<file path="src/rtl/mem_burst_pkg.sv">
// Shared constants and state type for mem_burst_reader and its skid FIFO.
// Optional feature macro: BURST_CHECKSUM_EN (used by mem_burst_reader).
package mem_burst_pkg;

  localparam int unsigned DEFAULT_DATA_W = 32;
  localparam int unsigned DEFAULT_ADDR_W = 5;

  localparam int unsigned BUF_DEPTH = 4;
  localparam int unsigned BUF_CNT_W = $clog2(BUF_DEPTH + 1);
  localparam int unsigned BUF_PTR_W = $clog2(BUF_DEPTH);

  typedef enum logic [1:0] {
    IDLE  = 2'd0,
    RUN   = 2'd1,
    DRAIN = 2'd2
  } burst_state_e;

  // Plain-vector state codes kept for the legacy FSM register.
  localparam logic [1:0] ST_IDLE  = IDLE;
  localparam logic [1:0] ST_RUN   = RUN;
  localparam logic [1:0] ST_DRAIN = DRAIN;

endpackage

</file>
<file path="src/rtl/burst_skid_fifo.sv">
// Small synchronous FIFO holding {last, data} words between the memory read
// pipeline and the output stream; the head entry drives the stream directly.
module burst_skid_fifo
  import mem_burst_pkg::*;
#(
  parameter int unsigned DATA_W = DEFAULT_DATA_W
) (
  input  logic                 clk,
  input  logic                 reset,
  input  logic                 i_push,
  input  logic [DATA_W-1:0]    i_data,
  input  logic                 i_last,
  input  logic                 i_pop,
  output logic [DATA_W-1:0]    o_data,
  output logic                 o_last,
  output logic [BUF_CNT_W-1:0] o_count,
  output logic                 o_empty,
  output logic                 o_full
);

  logic [DATA_W:0]          r_mem [BUF_DEPTH];
  logic [BUF_PTR_W-1:0]     r_wr_ptr;
  logic [BUF_PTR_W-1:0]     r_rd_ptr;
  logic [BUF_CNT_W-1:0]     r_count;
  logic                     w_do_pop;

  assign w_do_pop = i_pop && !o_empty;

  always_ff @(posedge clk) begin
    if (reset) begin
      for (int unsigned i = 0; i < BUF_DEPTH; i++) r_mem[i] <= '0;
      r_wr_ptr <= '0;
      r_rd_ptr <= '0;
      r_count  <= '0;
    end else begin
      if (i_push) begin
        r_mem[r_wr_ptr] <= {i_last, i_data};
        r_wr_ptr        <= r_wr_ptr + BUF_PTR_W'(1);
      end
      if (w_do_pop) r_rd_ptr <= r_rd_ptr + BUF_PTR_W'(1);
      case ({i_push, w_do_pop})
        2'b10:   r_count <= r_count + BUF_CNT_W'(1);
        2'b01:   r_count <= r_count - BUF_CNT_W'(1);
        default: r_count <= r_count;
      endcase
    end
  end

  assign {o_last, o_data} = r_mem[r_rd_ptr];
  assign o_count          = r_count;
  assign o_empty          = (r_count == '0);
  assign o_full           = (r_count == BUF_CNT_W'(BUF_DEPTH));

endmodule

</file>
<file path="src/rtl/mem_burst_reader.sv">
// Burst read sequencer: walks a wrapping address range on a 1-cycle-latency
// memory and streams words out with valid/ready/last. Optional: BURST_CHECKSUM_EN.
module mem_burst_reader
  import mem_burst_pkg::*;
#(
  parameter int unsigned DATA_W = DEFAULT_DATA_W,
  parameter int unsigned ADDR_W = DEFAULT_ADDR_W
) (
  input  logic              clk,
  input  logic              reset,
  input  logic              start,
  input  logic [ADDR_W-1:0] base_addr,
  input  logic [ADDR_W:0]   len,
  output logic              busy,
  output logic              done,
  output logic [ADDR_W-1:0] mem_raddr,
  input  logic [DATA_W-1:0] mem_rdata,
  output logic              out_valid,
  input  logic              out_ready,
  output logic [DATA_W-1:0] out_data,
  output logic              out_last
`ifdef BURST_CHECKSUM_EN
  ,
  output logic [DATA_W-1:0] checksum
`endif
);

  localparam logic [BUF_CNT_W:0] CREDIT_MAX = (BUF_CNT_W + 1)'(BUF_DEPTH);

  logic [1:0]          r_state;
  logic [ADDR_W-1:0]   r_base;
  logic [ADDR_W:0]     r_len;
  logic [ADDR_W:0]     r_issued;
  logic [ADDR_W-1:0]   r_mem_raddr;
  logic                r_busy;
  logic                r_done;
  // v0/l0: address register stage; v1/l1: memory data stage.
  logic                r_v0;
  logic                r_l0;
  logic                r_v1;
  logic                r_l1;

  logic [DATA_W-1:0]    w_head_data;
  logic                 w_head_last;
  logic [BUF_CNT_W-1:0] w_fifo_count;
  logic                 w_fifo_empty;
  logic                 w_fifo_full;
  logic [BUF_CNT_W:0]   w_outstanding;
  logic                 w_issue;
  logic                 w_last_issue;
  logic                 w_pop;
  logic                 w_fin;

  // Credit counts buffered words plus reads still in the pipeline, so the
  // buffer can never be asked to take a word it has no room for.
  assign w_outstanding = {1'b0, w_fifo_count}
                       + (BUF_CNT_W + 1)'(r_v0)
                       + (BUF_CNT_W + 1)'(r_v1);
  assign w_issue       = (r_state == ST_RUN) && (r_issued < r_len)
                       && (w_outstanding < CREDIT_MAX);
  assign w_last_issue  = w_issue && (r_issued == (r_len - (ADDR_W + 1)'(1)));
  assign w_pop         = !w_fifo_empty && out_ready;
  assign w_fin         = (r_state == ST_DRAIN) && w_pop && w_head_last;

  always_ff @(posedge clk) begin
    if (reset) begin
      r_state     <= ST_IDLE;
      r_base      <= '0;
      r_len       <= '0;
      r_issued    <= '0;
      r_mem_raddr <= '0;
      r_busy      <= 1'b0;
      r_done      <= 1'b0;
      r_v0        <= 1'b0;
      r_l0        <= 1'b0;
      r_v1        <= 1'b0;
      r_l1        <= 1'b0;
    end else begin
      assert (!(r_v1 && w_fifo_full));
      r_done <= 1'b0;
      r_v0   <= w_issue;
      r_l0   <= w_last_issue;
      r_v1   <= r_v0;
      r_l1   <= r_l0;
      if (w_issue) begin
        r_mem_raddr <= r_base + r_issued[ADDR_W-1:0];
        r_issued    <= r_issued + (ADDR_W + 1)'(1);
      end
      case (r_state)
        ST_IDLE: begin
          if (start) begin
            if (len != '0) begin
              r_base   <= base_addr;
              r_len    <= len;
              r_issued <= '0;
              r_busy   <= 1'b1;
              r_state  <= ST_RUN;
            end else begin
              r_done <= 1'b1;
            end
          end
        end
        ST_RUN: begin
          if (w_last_issue) r_state <= ST_DRAIN;
        end
        ST_DRAIN: begin
          if (w_fin) begin
            r_busy  <= 1'b0;
            r_done  <= 1'b1;
            r_state <= ST_IDLE;
          end
        end
        default: r_state <= ST_IDLE;
      endcase
    end
  end

  burst_skid_fifo #(
    .DATA_W (DATA_W)
  ) u_fifo (
    .clk     (clk),
    .reset   (reset),
    .i_push  (r_v1),
    .i_data  (mem_rdata),
    .i_last  (r_l1),
    .i_pop   (w_pop),
    .o_data  (w_head_data),
    .o_last  (w_head_last),
    .o_count (w_fifo_count),
    .o_empty (w_fifo_empty),
    .o_full  (w_fifo_full)
  );

  assign busy      = r_busy;
  assign done      = r_done;
  assign mem_raddr = r_mem_raddr;
  assign out_valid = !w_fifo_empty;
  assign out_data  = w_head_data;
  assign out_last  = w_head_last && !w_fifo_empty;

`ifdef BURST_CHECKSUM_EN
  logic [DATA_W-1:0] r_checksum;

  always_ff @(posedge clk) begin
    if (reset)                          r_checksum <= '0;
    else if (r_state == ST_IDLE && start) r_checksum <= '0;
    else if (w_pop)                     r_checksum <= r_checksum ^ w_head_data;
  end

  assign checksum = r_checksum;
`endif

endmodule

</file>
<file path="config.mk">
export PLATFORM = sky130hd
export DESIGN_NAME = mem_burst_reader
export DESIGN_NICKNAME = d
export VERILOG_FILES = /design/src/rtl/mem_burst_pkg.sv /design/src/rtl/burst_skid_fifo.sv /design/src/rtl/mem_burst_reader.sv
export SDC_FILE = /design/constraint.sdc
export NUM_CORES = 1
export LEC_CHECK = 0
export CORE_MARGIN = 2
export CORE_UTILIZATION = 58
export CTS_BUF_LIST = sky130_fd_sc_hd__clkbuf_8
export CTS_CLUSTER_DIAMETER = 120
export DETAILED_ROUTE_END_ITERATION = 10
export PLACE_DENSITY = 0.82
export SKIP_CTS_REPAIR_TIMING = 1
export SYNTH_ARGS = -nofsm -noshare
export SYNTH_HDL_FRONTEND = slang
export SYNTH_SLANG_ARGS = --single-unit
</file>
<file path="constraint.sdc">
create_clock -name clk -period 3.1 [get_ports clk]
set_input_delay 0.465 -clock clk [delete_from_list [all_inputs] [get_ports clk]]
set_output_delay 0.465 -clock clk [all_outputs]
set_load 0.1 [all_outputs]
</file>
==> impl_metrics.csv, run 1 <==
group,metric,value,unit
drt,drt-initial-drc-count,455,
timing,finalCriticalPeriod,2.73,ns
setup_path,cpPeakStageDelay,0.68,ns
timing,slew-limit-headroom,21.2,%
synthesis,post_synth_edffs,132,
clock_network,clkSlewWorstSetupHoldPaths,0.08,ns
synthesis,mappedNetlistNets,646,
drt,postRouteWirelength,15400,um
pwr,static-leakage-power,3.43,nW
setup_path,end_kind,"primary output",
timing,max_freq,0.366,GHz
synthesis,syn_area_per_cell,12.9,um^2
setup_path,worst-endpoint-required,2.63,ns
finish,area_growth_syn_to_fin,18.1,%
job,max_cap_viol_count,0,
synthesis,netlist_area_before_placement,7540,um^2
global_routing,grt_antenna_before_repair,0,
hold_path,hold_class,"flop to flop",
drt,antenna_violating_nets_post_route,0,
synthesis,synth_async_sr_flop_share,0,%
finish,stdcell_area,8900,um^2
setup_path,worst-r2r-setup-slack,0.72,ns
synthesis,post_synthesis_cell_type_count,45,
clock_network,clock_insertion_delay_worst_skew,0.47,ns
global_routing,grt_pass1_vias,4903,
setup_path,critical_path.reg2reg.startpoint,"r_len[3]",
floorplanning,die_outline_area,13900,um^2
timing,final.setup_skew,0.00958,ns
global_routing,globalRouteOverflowTotal,0,
synthesis,ys.flop_type,"edfxtp_1",
setup_path,cp_num_cells,3,
hold_path,worst_hold_path.endpoint,"r_l1",
placed_design,dpl-instance-area,8510,um^2
clock_network,clock_tree.root_cell,"clkbuf_8",
clock_network,tritoncts_num_sinks,171,
pwr,post_route_total_power,5.03,mW
clock_network,cts_tree,"yes",
pwr,power-per-cell-area,566,nW/um^2
timing,hold_viol,0,
finish,drive_gt1_share,18.2,%
placed_design,numPortBuffers,87,
drt,first_pass_iters,5,
setup_path,critical_path_arrival,2.27,ns
timing,worstMarginPinSlew,1.18,ns
floorplanning,placeable_core_region,12700,um^2
finish,final.fill_count,867,
finish,stdcell_count,849,
placed_design,place.gp.congestion,0.824,
drt,wl_per_cell,18.1,um
timing,post-route-worst-setup-slack,0.369,ns
timing,final.setup.tns,0,ns
setup_path,path_buf_inv,2,
setup_path,worstRegToRegCells,7,
synthesis,synth.yosys.seq_area_share,62.9,%
clock_network,clock_tree.htree_level_count,4,
timing,rsz0062_at_grt,"no",
placed_design,place_ws,0.468,ns
synthesis,netlist_top_cells_area,"edfxtp_1 (53%), dfxtp_1 (10%), mux4_2 (9.9%)",
timing,fin_crit_sh,88.1,%
global_routing,globalRouteTotalUtil,23.0,%
setup_path,worstReg2RegEnd,"r_state[0]",
synthesis,synthDominantAreaCellType,"edfxtp_1",
setup_path,cp_top_family,"flip-flops",
setup_path,setup.worst_path.start_class,"flop",
finish,layout.core_utilization,70.3,%
finish,ant_diodes,0,
drt,drcViolationCount,0,
hold_path,whs_path_depth,1,
setup_path,critical_path_cell_by_cell,"buf_12, mux4_2, buf_4",
timing,whs,0.443,ns
global_routing,maximum_number_of_pins_on_one_net_before_global_route_repair,34,
synthesis,post_synth_inst_count,583,
floorplanning,initial_core_util,59.5,%
drt,vias,4718,
global_routing,grt_first_pass_wirelength,24400,um
setup_path,crit_slowest_cell,"dfxtp_2",
placed_design,post-dp-hpwl,9620,um
status,status,"complete, no violations",
finish,nets,729,
floorplanning,floorplan.die.width,118,um
timing,slew_violations,0,
timing,finalSetupViolCount,0,
hold_path,hold_path.startpoint,"r_l0",
floorplanning,vertical_die_dimension,118,um
clock_network,cts-buffers-inserted,17,
synthesis,synthesis.yosys.warnings,0,
synthesis,ys_seq_elements,171,
clock_network,max-clock-path-buffers,2,
setup_path,worst-setup-path-type,"flop to primary output",
drt,vias_per_cell,5.56,
setup_path,critPathMaxFanout,20,
floorplanning,pin_count,88,
synthesis,yosysTopAreaCellShare,52.6,%
placed_design,dp.cells,819,
pwr,ir_drop,0.252,mV
floorplanning,row_count,41,
sequential cells by signal (all words and copies together), names as in the netlist, named ones only:
| name | cells |
|---|---|
| u_fifo.r_mem | 132 |
| r_issued | 6 |
| r_len | 6 |
| mem_raddr | 5 |
| r_base | 5 |
| u_fifo.o_count | 3 |
| r_state | 2 |
| u_fifo.r_rd_ptr | 2 |
| u_fifo.r_wr_ptr | 2 |
| busy | 1 |
| done | 1 |
| r_l0 | 1 |
| r_l1 | 1 |
| r_v0 | 1 |
| r_v1 | 1 |
report_power, final:
group / total [mW] / switching, mW / internal [mW]
logic: 0.827 / 0.570 / 0.257
clock network: 1.60 / 0.753 / 0.848
registers: 2.61 / 0.0545 / 2.55
how the worst max path moves through the flow:
stage,endpoint
after detailed placement,r_issued[5]
after CTS,out_data[15]
after global placement,r_issued[5]
final,out_data[15]
after global routing,out_data[15]
after floorplan,u_fifo.r_mem[1][0]
metal layers:
metal | wire (um) | GRT usage, %
met5 | 0 | 0
met4 | 308 | 8.13
met3 | 902 | 6.01
met2 | 8170 | 40.5
met1 | 6000 | 27.3
area by class of cell:
class | count | area, um^2 | area share [%]
repair buffers | 96 | 861 | 9.67
inverters | 53 | 199 | 2.23
multi-input cells | 327 | 2480 | 27.9
flip-flops and latches | 171 | 4750 | 53.3
clock buffers | 17 | 234 | 2.63
clock inverters | 13 | 161 | 1.81
well taps | 172 | 215 | 2.42
layout by cell type (no fill, tap or decap), types with 18 or more instances in the layout:
cell             synthesis  routed
buf_4                    0      48
clkdlybuf4s50_1          0      46
and2_1                  35      35
mux4_2                  33      33
nor2_1                  92      91
a21oi_1                 18      18
dfxtp_1                 39      37
inv_1                   53      56
nand2_1                 50      50
edfxtp_1               132     132
synth_stat cells (3+ instances only):
master and n:
and2_1 35, buf_2 9, nand3_1 3, inv_1 53, buf_1 4, xnor2_1 10, or3_1 9, clkbuf_1 19
mux4_2 33, o21ai_0 6, a211oi_1 3, nor3_1 3, a21oi_2 3, mux2i_1 11, nor2_1 92, xor2_1 6
a21oi_1 18, nand2_1 50, dfxtp_1 39, edfxtp_1 132, ha_1 14
cell families after synthesis:
family,count (synthesis),share of synthesized area [%]
and+or+nand+nor,210,13.2
DFF,171,62.9
buffers and inverters,85,4.38
muxes,44,11.3
AOI/OAI and AO/OA,41,3.40
xor gates and xnor gates,16,1.86
adders and majority gates,16,2.86
No activity file was read; power rests on OpenSTA's default activity.
==> run 2, diff against run 1 <==
--- a/config.mk
+++ b/config.mk
@@ -5,11 +5,13 @@
 export SDC_FILE = /design/constraint.sdc
 export NUM_CORES = 1
 export LEC_CHECK = 0
+export CORE_ASPECT_RATIO = 1.4
 export CORE_MARGIN = 2
 export CORE_UTILIZATION = 58
 export CTS_BUF_LIST = sky130_fd_sc_hd__clkbuf_8
 export CTS_CLUSTER_DIAMETER = 120
 export DETAILED_ROUTE_END_ITERATION = 10
+export HOLD_SLACK_MARGIN = 0.12
 export PLACE_DENSITY = 0.82
 export SKIP_CTS_REPAIR_TIMING = 1
 export SYNTH_ARGS = -nofsm -noshare
==> impl_metrics.csv, run 2 (synthesis gave the netlist of run 1 again) <==
group,metric,value,unit
status,status,"complete, no violations",
setup_path,cpPeakStageDelay,0.70,ns
floorplanning,vertical_die_dimension,139,um
finish,top_regs,"u_fifo.r_mem x132, r_issued x6, r_len x6",
clock_network,clkSlewWorstSetupHoldPaths,0.09,ns
timing,hold_viol,0,
timing,final.setup_skew,0.0154,ns
hold_path,hold_class,"flop to flop",
drt,first_pass_iters,4,
global_routing,grt_antenna_before_repair,0,
global_routing,maximum_number_of_pins_on_one_net_before_global_route_repair,34,
clock_network,clock_tree.htree_level_count,4,
placed_design,numPortBuffers,87,
global_routing,grt_pass1_vias,5030,
hold_path,worst_hold_path.endpoint,"r_l1",
timing,fin_crit_sh,86.7,%
timing,finalCriticalPeriod,2.69,ns
drt,antenna_violating_nets_post_route,0,
pwr,ir_drop,0.289,mV
setup_path,worst-r2r-setup-slack,0.79,ns
clock_network,clock_insertion_delay_worst_skew,0.44,ns
setup_path,critical_path_arrival,2.22,ns
drt,vias,4722,
hold_path,whs_path_depth,1,
setup_path,worst-endpoint-required,2.63,ns
finish,final_common_cell,"edfxtp_1",
timing,slew-limit-headroom,22.7,%
clock_network,cts_tree,"yes",
setup_path,critPathMaxFanout,20,
floorplanning,placeable_core_region,12800,um^2
finish,final.fill_count,888,
drt,vias_per_cell,5.66,
job,max_cap_viol_count,0,
pwr,static-leakage-power,3.44,nW
timing,finalSetupViolCount,0,
setup_path,end_kind,"primary output",
setup_path,setup.worst_path.start_class,"flop",
floorplanning,row_count,49,
clock_network,cts-buffers-inserted,17,
finish,max_ffs_per_register,132,
clock_network,max-clock-path-buffers,2,
hold_path,hold_path.startpoint,"r_l0",
setup_path,critical_path_cell_by_cell,"buf_12, mux4_2, buf_4",
drt,postRouteWirelength,15300,um
floorplanning,floorplan.die.width,100,um
finish,sequential_cell_area,4750,um^2
clock_network,tritoncts_num_sinks,171,
setup_path,worstRegToRegCells,7,
placed_design,post-dp-hpwl,10100,um
clock_network,clock_tree.root_cell,"clkbuf_8",
floorplanning,die_outline_area,13900,um^2
placed_design,place.gp.congestion,0.825,
drt,drcViolationCount,0,
pwr,post_route_total_power,5.05,mW
timing,slew_violations,0,
global_routing,grt_first_pass_wirelength,24100,um
drt,wl_per_cell,18.3,um
setup_path,critical_path.reg2reg.startpoint,"r_len[3]",
finish,multi_input_area,2490,um^2
timing,rsz0062_at_grt,"no",
timing,final.setup.tns,0,ns
placed_design,dp.cells,802,
floorplanning,initial_core_util,59.1,%
setup_path,worstReg2RegEnd,"r_issued[5]",
finish,max_flop_register,"u_fifo.r_mem",
finish,area_growth_syn_to_fin,18.7,%
finish,layout.core_utilization,70.2,%
setup_path,cp_top_family,"flip-flops",
finish,most-common-layout-cells,"edfxtp_1 (132), nor2_1 (91), inv_1 (54), nand2_1 (50), buf_4 (48)",
finish,nets,731,
global_routing,globalRouteTotalUtil,22.6,%
setup_path,path_buf_inv,2,
floorplanning,pin_count,88,
finish,drive_gt1_share,19.2,%
pwr,power-per-cell-area,565,nW/um^2
setup_path,worst-setup-path-type,"flop to primary output",
timing,max_freq,0.372,GHz
setup_path,crit_slowest_cell,"dfxtp_2",
timing,worstMarginPinSlew,1.16,ns
global_routing,globalRouteOverflowTotal,0,
finish,stdcell_count,834,
drt,drt-initial-drc-count,268,
finish,ant_diodes,0,
-- run 2: cell types whose count changed in the layout (fill, tap and decap cells not counted), moves of 2 or more --
cell and change:
clkinvlp_4 +4, inv_6 +3, buf_12 +2, clkinv_1 -2, clkinv_2 -2, inv_1 -2
-- run 2: layout make-up --
class,count,area share [%]
Multi-Input combinational cell,327,27.8
Clock inverter,14,1.92
Sequential cell,171,53.1
Tap cell,153,2.14
Inverter,53,2.22
Timing Repair Buffer,98,10.1
Clock buffer,18,2.77
-- run 2: stage by stage --
step	cell area [um^2]	hold slack, ns	worst slack [ns]
2_1_floorplan	7540	0.414	0.580
5_1_grt	8950	0.484	0.277
4_1_cts	8950	0.471	0.345
3_3_place_gp	8530	0.427	0.551
3_5_place_dp	8530	0.436	0.393
6_report	8950	0.464	0.413
-- run 2: how the worst max path moves through the flow --
stage | from | to | slack, ns | cells after the start
2_1_floorplan | u_fifo.r_wr_ptr[0] | u_fifo.r_mem[1][0] | 0.58 | 2
3_3_place_gp | len[0] | r_issued[2] | 0.55 | 6
3_5_place_dp | len[2] | r_issued[2] | 0.39 | 6
4_1_cts | flop | out_data[27] | 0.34 | 3
5_1_grt | flop | out_data[27] | 0.28 | 3
6_report | flop | out_data[10] | 0.41 | 3
-- run 2: per-layer routing --
metal | track usage [%] | wire [um] | up-vias
li1 | - | - | 2208
met1 | 24.6 | 5900 | 2373
met2 | 42.6 | 8500 | 124
met3 | 5.14 | 642 | 17
met4 | 7.28 | 229 | 0
met5 | 0 | 0 | -
-- run 2: power breakdown --
group	internal, mW	switching [mW]
sequential	2.55	0.0560
combinational	0.261	0.571
clock	0.822	0.789
total	3.63	1.42
==> run 3, diff against run 2 <==
--- a/config.mk
+++ b/config.mk
@@ -5,14 +5,16 @@
 export SDC_FILE = /design/constraint.sdc
 export NUM_CORES = 1
 export LEC_CHECK = 0
-export CORE_ASPECT_RATIO = 1.4
+export CAP_MARGIN = 20
+export CORE_ASPECT_RATIO = 0.5
 export CORE_MARGIN = 2
-export CORE_UTILIZATION = 58
+export CORE_UTILIZATION = 60
 export CTS_BUF_LIST = sky130_fd_sc_hd__clkbuf_8
 export CTS_CLUSTER_DIAMETER = 120
 export DETAILED_ROUTE_END_ITERATION = 10
+export DONT_BUFFER_PORTS = 1
 export HOLD_SLACK_MARGIN = 0.12
-export PLACE_DENSITY = 0.82
+export PLACE_DENSITY = 0.76
 export SKIP_CTS_REPAIR_TIMING = 1
 export SYNTH_ARGS = -nofsm -noshare
 export SYNTH_HDL_FRONTEND = slang
==> impl_metrics.csv, run 3 (synthesis gave the netlist of run 1 again) <==
group,metric,value,unit
status,status,"complete, no violations",
setup_path,cpPeakStageDelay,0.63,ns
drt,wl_per_cell,18.4,um
hold_path,hold_path.startpoint,"base_addr[2]",
timing,rsz0062_at_grt,"no",
setup_path,worst-setup-path-type,"flop to primary output",
floorplanning,die_outline_area,13500,um^2
timing,worstMarginPinSlew,1.05,ns
floorplanning,floorplan.die.width,163,um
global_routing,globalRouteTotalUtil,22.6,%
timing,final.setup.tns,0,ns
placed_design,numPortBuffers,0,
floorplanning,pin_count,88,
timing,finalCriticalPeriod,2.65,ns
floorplanning,vertical_die_dimension,83.3,um
setup_path,critPathMaxFanout,20,
timing,hold_viol,0,
clock_network,clkSlewWorstSetupHoldPaths,0.10,ns
setup_path,critical_path.reg2reg.startpoint,"r_len[3]",
finish,drive_gt1_share,15.9,%
setup_path,critical_path_cell_by_cell,"buf_4, mux4_2, and2_1, buf_4",
setup_path,end_kind,"primary output",
finish,most-common-layout-cells,"edfxtp_1 (132), nor2_1 (91), inv_1 (54), nand2_1 (50), dfxtp_1 (37)",
finish,stdcell_count,764,
timing,post-route-worst-setup-slack,0.451,ns
global_routing,grt_first_pass_wirelength,23100,um
setup_path,crit_slowest_cell,"mux4_2",
drt,postRouteWirelength,14000,um
timing,max_freq,0.377,GHz
global_routing,grt_pass1_vias,4458,
placed_design,place_ws,0.870,ns
timing,fin_crit_sh,85.5,%
global_routing,grt_antenna_before_repair,0,
clock_network,cts_tree,"yes",
setup_path,cp_top_family,"multiplexers",
floorplanning,placeable_core_region,12000,um^2
clock_network,clock_tree.htree_level_count,4,
floorplanning,row_count,28,
finish,nets,649,
finish,ant_diodes,0,
setup_path,path_buf_inv,2,
setup_path,critical_path_arrival,2.18,ns
clock_network,tritoncts_num_sinks,171,
timing,whs,0.162,ns
global_routing,maximum_number_of_pins_on_one_net_before_global_route_repair,40,
timing,slew-limit-headroom,29.4,%
drt,first_pass_iters,5,
drt,drt-initial-drc-count,226,
placed_design,post-dp-hpwl,8670,um
pwr,static-leakage-power,3.05,nW
setup_path,worst-endpoint-required,2.63,ns
drt,drcViolationCount,0,
pwr,post_route_total_power,4.75,mW
drt,vias,4271,
finish,max_flop_register,"u_fifo.r_mem",
timing,finalSetupViolCount,0,
timing,slew_violations,0,
job,max_cap_viol_count,0,
finish,top_regs,"u_fifo.r_mem x132, r_issued x6, r_len x6",
finish,final.fill_count,866,
global_routing,globalRouteOverflowTotal,0,
drt,antenna_violating_nets_post_route,0,
placed_design,dp.cells,731,
clock_network,cts-buffers-inserted,17,
hold_path,hold_class,"input port to flop",
pwr,power-per-cell-area,583,nW/um^2
clock_network,clock_insertion_delay_worst_skew,0.45,ns
finish,area_growth_syn_to_fin,8.20,%
pwr,ir_drop,0.313,mV
finish,final_common_cell,"edfxtp_1",
floorplanning,initial_core_util,62.7,%
timing,final.setup_skew,0.0149,ns
drt,vias_per_cell,5.59,
finish,max_ffs_per_register,132,
setup_path,setup.worst_path.start_class,"flop",
clock_network,clock_tree.root_cell,"clkbuf_8",
setup_path,most_used_cell_along_the_critical_path,"buf_4",
placed_design,place.gp.congestion,0.813,
clock_network,max-clock-path-buffers,2,
-- run 3: changes by cell type in the layout (fill, tap and decap cells not counted), sizes merged --
cell	change
clkdlybuf4s50	-46
inv	+3
clkbuf	-1
bufinv	-3
clkinv	+2
buf	-36
clkinvlp	-1
-- run 3: routing by layer --
metal / vias up / global-route usage, % / routed length, um
li1: 2055 / - / -
met1: 2069 / 29.8 / 5860
met2: 134 / 37.1 / 6970
met3: 13 / 6.29 / 1080
met4: 0 / 6.52 / 128
met5: - / 0 / 0
-- run 3: path summary, 6_finish.rpt --
path,to,slack (ns),depth (start not counted)
worst max-delay path,out_last,0.45,4
worst min-delay path,r_base[2],0.16,2
worst max register to register,r_issued[4],0.83,7
worst min register to register,r_l1,0.45,1
-- run 3: final cells by class --
| class | instances | area [um^2] | share of cell area [%] |
|---|---|---|---|
| sequential | 171 | 4750 | 58.2 |
| multi-input combinational | 327 | 2480 | 30.5 |
| clock buffer | 17 | 234 | 2.87 |
| tap | 165 | 206 | 2.53 |
| inverter | 53 | 199 | 2.44 |
| timing repair buffer | 16 | 145 | 1.78 |
| clock inverter | 15 | 139 | 1.70 |
-- run 3: through the flow --
stage | instance area, um^2 | utilization, %
after floorplan | 7540 | -
after global placement | 7760 | 64.6
after detailed placement | 7760 | 64.6
after CTS | 8140 | 67.7
after global routing | 8160 | 67.9
final | 8160 | 67.9
-- run 3: where the power goes --
| part | internal (mW) | switching, mW |
|---|---|---|
| combinational | 0.157 | 0.504 |
| sequential | 2.55 | 0.0809 |
| clock | 0.583 | 0.879 |
==> patch 1, RTL diff (config.mk and constraints of run 3) <==
Set the package constant `DEFAULT_ADDR_W` to 6 (it was 5).
--- a/src/rtl/mem_burst_pkg.sv
+++ b/src/rtl/mem_burst_pkg.sv
@@ -4,5 +4,5 @@
 
   localparam int unsigned DEFAULT_DATA_W = 32;
-  localparam int unsigned DEFAULT_ADDR_W = 5;
+  localparam int unsigned DEFAULT_ADDR_W = 6;
 
   localparam int unsigned BUF_DEPTH = 4;
Interface: changed (resized base_addr, len and mem_raddr); port bits go from 88 to 91. The function was not compared with the original's and may differ.
==> patch 1 against run 3 <==
Total power grew 5.1%. Worst setup slack gained 0.0019 ns. Routed wire length grew 10%. Combinational power grew 12%. Synthesized area grew 3.9%. First-iteration DRC count grew 32%. Global-route usage grew 0.86 points. Sequential cell count grew 4. Design area grew 3.5%. Critical path type unchanged. Largest cell class unchanged.
==> patch 1: results (changes against run 3) <==
[status]
status=complete, no violations

[finish]
reg_top3=u_fifo.r_mem (132), r_issued (7), r_len (7)
nets=683  ; +5.2%
drive_above_1_share_pct=15.1  ; -0.76 points

[setup_path]
r2r_slack_ns=0.63  ; -0.20 ns
rr_endpoint=r_issued[5]
rr_startpoint=r_issued[1]
path_max_fanout=12  ; -40%

[hold_path]
hold_end=r_len[0]
hold_path_startpoint=len[0]

[place]
dp_hpwl_um=9740  ; +12%
post_dp_cell_area_sq_um=8030  ; +3.4%
place_ws_ns=0.692  ; -0.178 ns
dp.cells=766  ; +4.8%

[power]
irDropWorstVdd_uv=265  ; -15%

[grt]
grt_pass1_vias=4776  ; +7.1%
grt_max_degree=48  ; +20%
grt_pass1_wl_um=24500  ; +6.2%
grt_use_total_pct=23.4  ; +0.86 points

[synthesis]
synthAdderAreaFrac_pct=3.07  ; +0.21 points
synth_mux_area_share_pct=10.1  ; -1.2 points
synth-compound-area-share_pct=5.91  ; +2.5 points
yosysSeqAreaShare_pct=61.6  ; -1.4 points
synthesis.instances=617  ; +5.8%
synth.area.top_cells=edfxtp_1, dfxtp_1, mux4_2
synth_xor_area_share_pct=1.90  ; +0.041 points

[timing]
slew_headroom_pct=29.9  ; +0.41 points
fin_worst_skew_ns=0.0165  ; +0.00163 ns

[route]
drt_iter0_markers=298  ; +32%

## patch 1: changes by cell type in the layout (fill, tap and decap cells not counted), sizes merged, moves of 5 or more
cell	change
nand2	-13
o21ai	+5
a21oi	+6
o31ai	+7
nand3	+9
nor2	+10
mux2i	-6
## patch 1: metrics by stage
| stage | total power, uW | hold slack [ns] |
|---|---|---|
| 2_1_floorplan | 3390 | 0.414 |
| 3_3_place_gp | 3470 | 0.430 |
| 3_5_place_dp | 3480 | 0.450 |
| 4_1_cts | 5020 | 0.0432 |
| 5_1_grt | 5160 | 0.128 |
| 6_report | 5000 | 0.148 |
## patch 1: area by class of cell
type | count | area, sq um
clock buffers | 17 | 234
inverters | 52 | 195
repair buffers | 12 | 103
clock inverters | 15 | 161
multi-input cells | 358 | 2710
well taps | 170 | 213
fillers | 924 | 4260
flip-flops and latches | 175 | 4830
## patch 1: power by group
group          leakage, uW  internal, uW  total (uW)  switching [uW]
Sequential         0.00171          2610        2690            87.8
Clock             0.000201           612        1560             951
Combinational      0.00123           175         739             564
## patch 1: worst max-delay path by stage
stage,start,endpoint,slack [ns],cells past startpoint
after global routing,flip-flop,out_last,0.36,4
final,flip-flop,out_last,0.45,4
after CTS,flip-flop,out_last,0.42,4
after floorplan,u_fifo.r_wr_ptr[0],u_fifo.r_mem[2][0],0.46,3
after global placement,r_issued[1],r_issued[4],0.76,6
after detailed placement,r_issued[1],r_issued[6],0.69,6
## patch 1: worst max-delay path: stages (launching register included)
cell and delay, ns:
dfxtp_2 0.43, buf_4 0.31, mux4_2 0.58, and2_1 0.18, buf_4 0.23
## patch 1: cells by family after synthesis
family,Yosys count
DFF,175
muxes,38
and+or+nand+nor,217
AOI/OAI and AO/OA,68
xor gates and xnor gates,17
buffers and inverters,84
adders and majority gates,18
## patch 1: per-layer routing
layer / wire (um) / track usage [%] / up-vias
li1: - / - / 2188
met1: 6240 / 28.7 / 2295
met2: 7740 / 40.7 / 152
met3: 1260 / 6.92 / 20
met4: 205 / 6.74 / 0
met5: 0 / 0 / -
==> patch 2, RTL diff (settings of run 3) <==
Made on the original files. The option `BURST_CHECKSUM_EN` is turned on by a define.
--- a/src/rtl/mem_burst_reader.sv
+++ b/src/rtl/mem_burst_reader.sv
@@ -1,4 +1,6 @@
 // Burst read sequencer: walks a wrapping address range on a 1-cycle-latency
 // memory and streams words out with valid/ready/last. Optional: BURST_CHECKSUM_EN.
+`define BURST_CHECKSUM_EN
+
 module mem_burst_reader
   import mem_burst_pkg::*;
Formal check against the unedited RTL (old outputs only; new: checksum): equivalent (equiv_simple and equiv_induct, registers matched by name and starting in step).
==> patch 2 against run 3 <==
Register-to-register slack improved by 0.07 ns. Non-clock buffer count increased by 36. Total power increased by 24%. Synthesized area increased by 15%. Worst setup slack improved by 0.020 ns. Synthesized cell count increased by 23%. Design area increased by 21%. Clock skew increased by 0.0017 ns. Routed wire length increased by 33%. Sequential cell count increased by 32. Count of clock-buffer cells in the layout increased by 16. Critical path depth decreased by 2.
==> patch 2: results (changes against run 3) <==
[status]
status=complete, no violations

[route]
dr_wl_met3_um=1230  ; +13%
drt_iter0_markers=292  ; +29%
wire_per_inst_um=19.1  ; +3.8%
avgViaCountPerCell=5.51  ; -1.5%
met2_length_um=9120  ; +31%

[setup_path]
rr_endpoint=checksum[14]
path_max_fanout=28  ; +40%
crit_arrival_ns=2.16  ; -0.02 ns
rr_worst_depth=5  ; -2

[power]
irDropWorstVdd_uv=444  ; +42%
p_leak_uw=0.00379  ; +24%
powerClk_uw=1990  ; +36%
powerDensity_nw_per_um2=595  ; +2.1%
pwr-share-seq_pct=53.0  ; -2.3 points
internal-power_uw=4160  ; +26%

[synthesis]
synth_mux_area_share_pct=9.82  ; -1.5 points
synth-compound-area-share_pct=2.32  ; -1.1 points
synth_cell_type_count=42  ; -6.7%
synth_xor_area_share_pct=5.24  ; +3.4 points
synth.area.top_cells=edfxtp_1, dfxtp_1, mux4_2
synth_common_cells=edfxtp_1, nor2_1, nand2_1
yosysSeqAreaShare_pct=62.0  ; -0.95 points

[clocking]
clock_latency_ns=0.55  ; +0.10 ns
cts_buffer_depth=3  ; +1
path_clk_slew_ns=0.07  ; -0.03 ns
cts_made_buffers=29  ; +12

[timing]
fin_worst_skew_ns=0.0166  ; +0.00169 ns
worst_pin_slew_ns=1.08  ; +0.0300 ns

[grt]
gr-usage-met2_pct=40.8  ; +3.7 points
grt_pass1_wl_um=27700  ; +20%
grt_use_total_pct=23.4  ; +0.78 points

[hold_path]
hold_path_startpoint=mem_rdata[8]
hold_end=u_fifo.r_mem[0][8]

[finish]
fin_cells=982  ; +29%

[place]
dp_hpwl_um=11100  ; +28%

-- patch 2: worst max path at each step --
stage                               to  cells past startpoint       from  slack, ns
CTS                        out_data[6]                      2  flip-flop       0.42
finish                    out_data[14]                      2  flip-flop       0.47
detailed placement        checksum[14]                      5  flip-flop       0.89
global placement          checksum[11]                      5  flip-flop       0.95
global route               out_data[6]                      2  flip-flop       0.37
floorplan           u_fifo.r_mem[1][0]                      2       r_v1       0.60
-- patch 2: per-stage QoR --
stage | setup slack (ns) | cell area [sq um] | util [%]
floorplan | 0.595 | 8690 | -
global placement | 0.947 | 8950 | 62.5
detailed placement | 0.893 | 8950 | 62.5
CTS | 0.424 | 9500 | 66.4
global route | 0.366 | 9880 | 69.0
finish | 0.471 | 9880 | 69.0
-- patch 2: area by class of cell --
cell class / count / area (sq um)
multi-input cells: 422 / 2980
fillers: 1005 / 4430
clock inverters: 21 / 92.6
clock buffers: 33 / 454
repair buffers: 52 / 518
inverters: 53 / 199
well taps: 198 / 248
flip-flops and latches: 203 / 5390
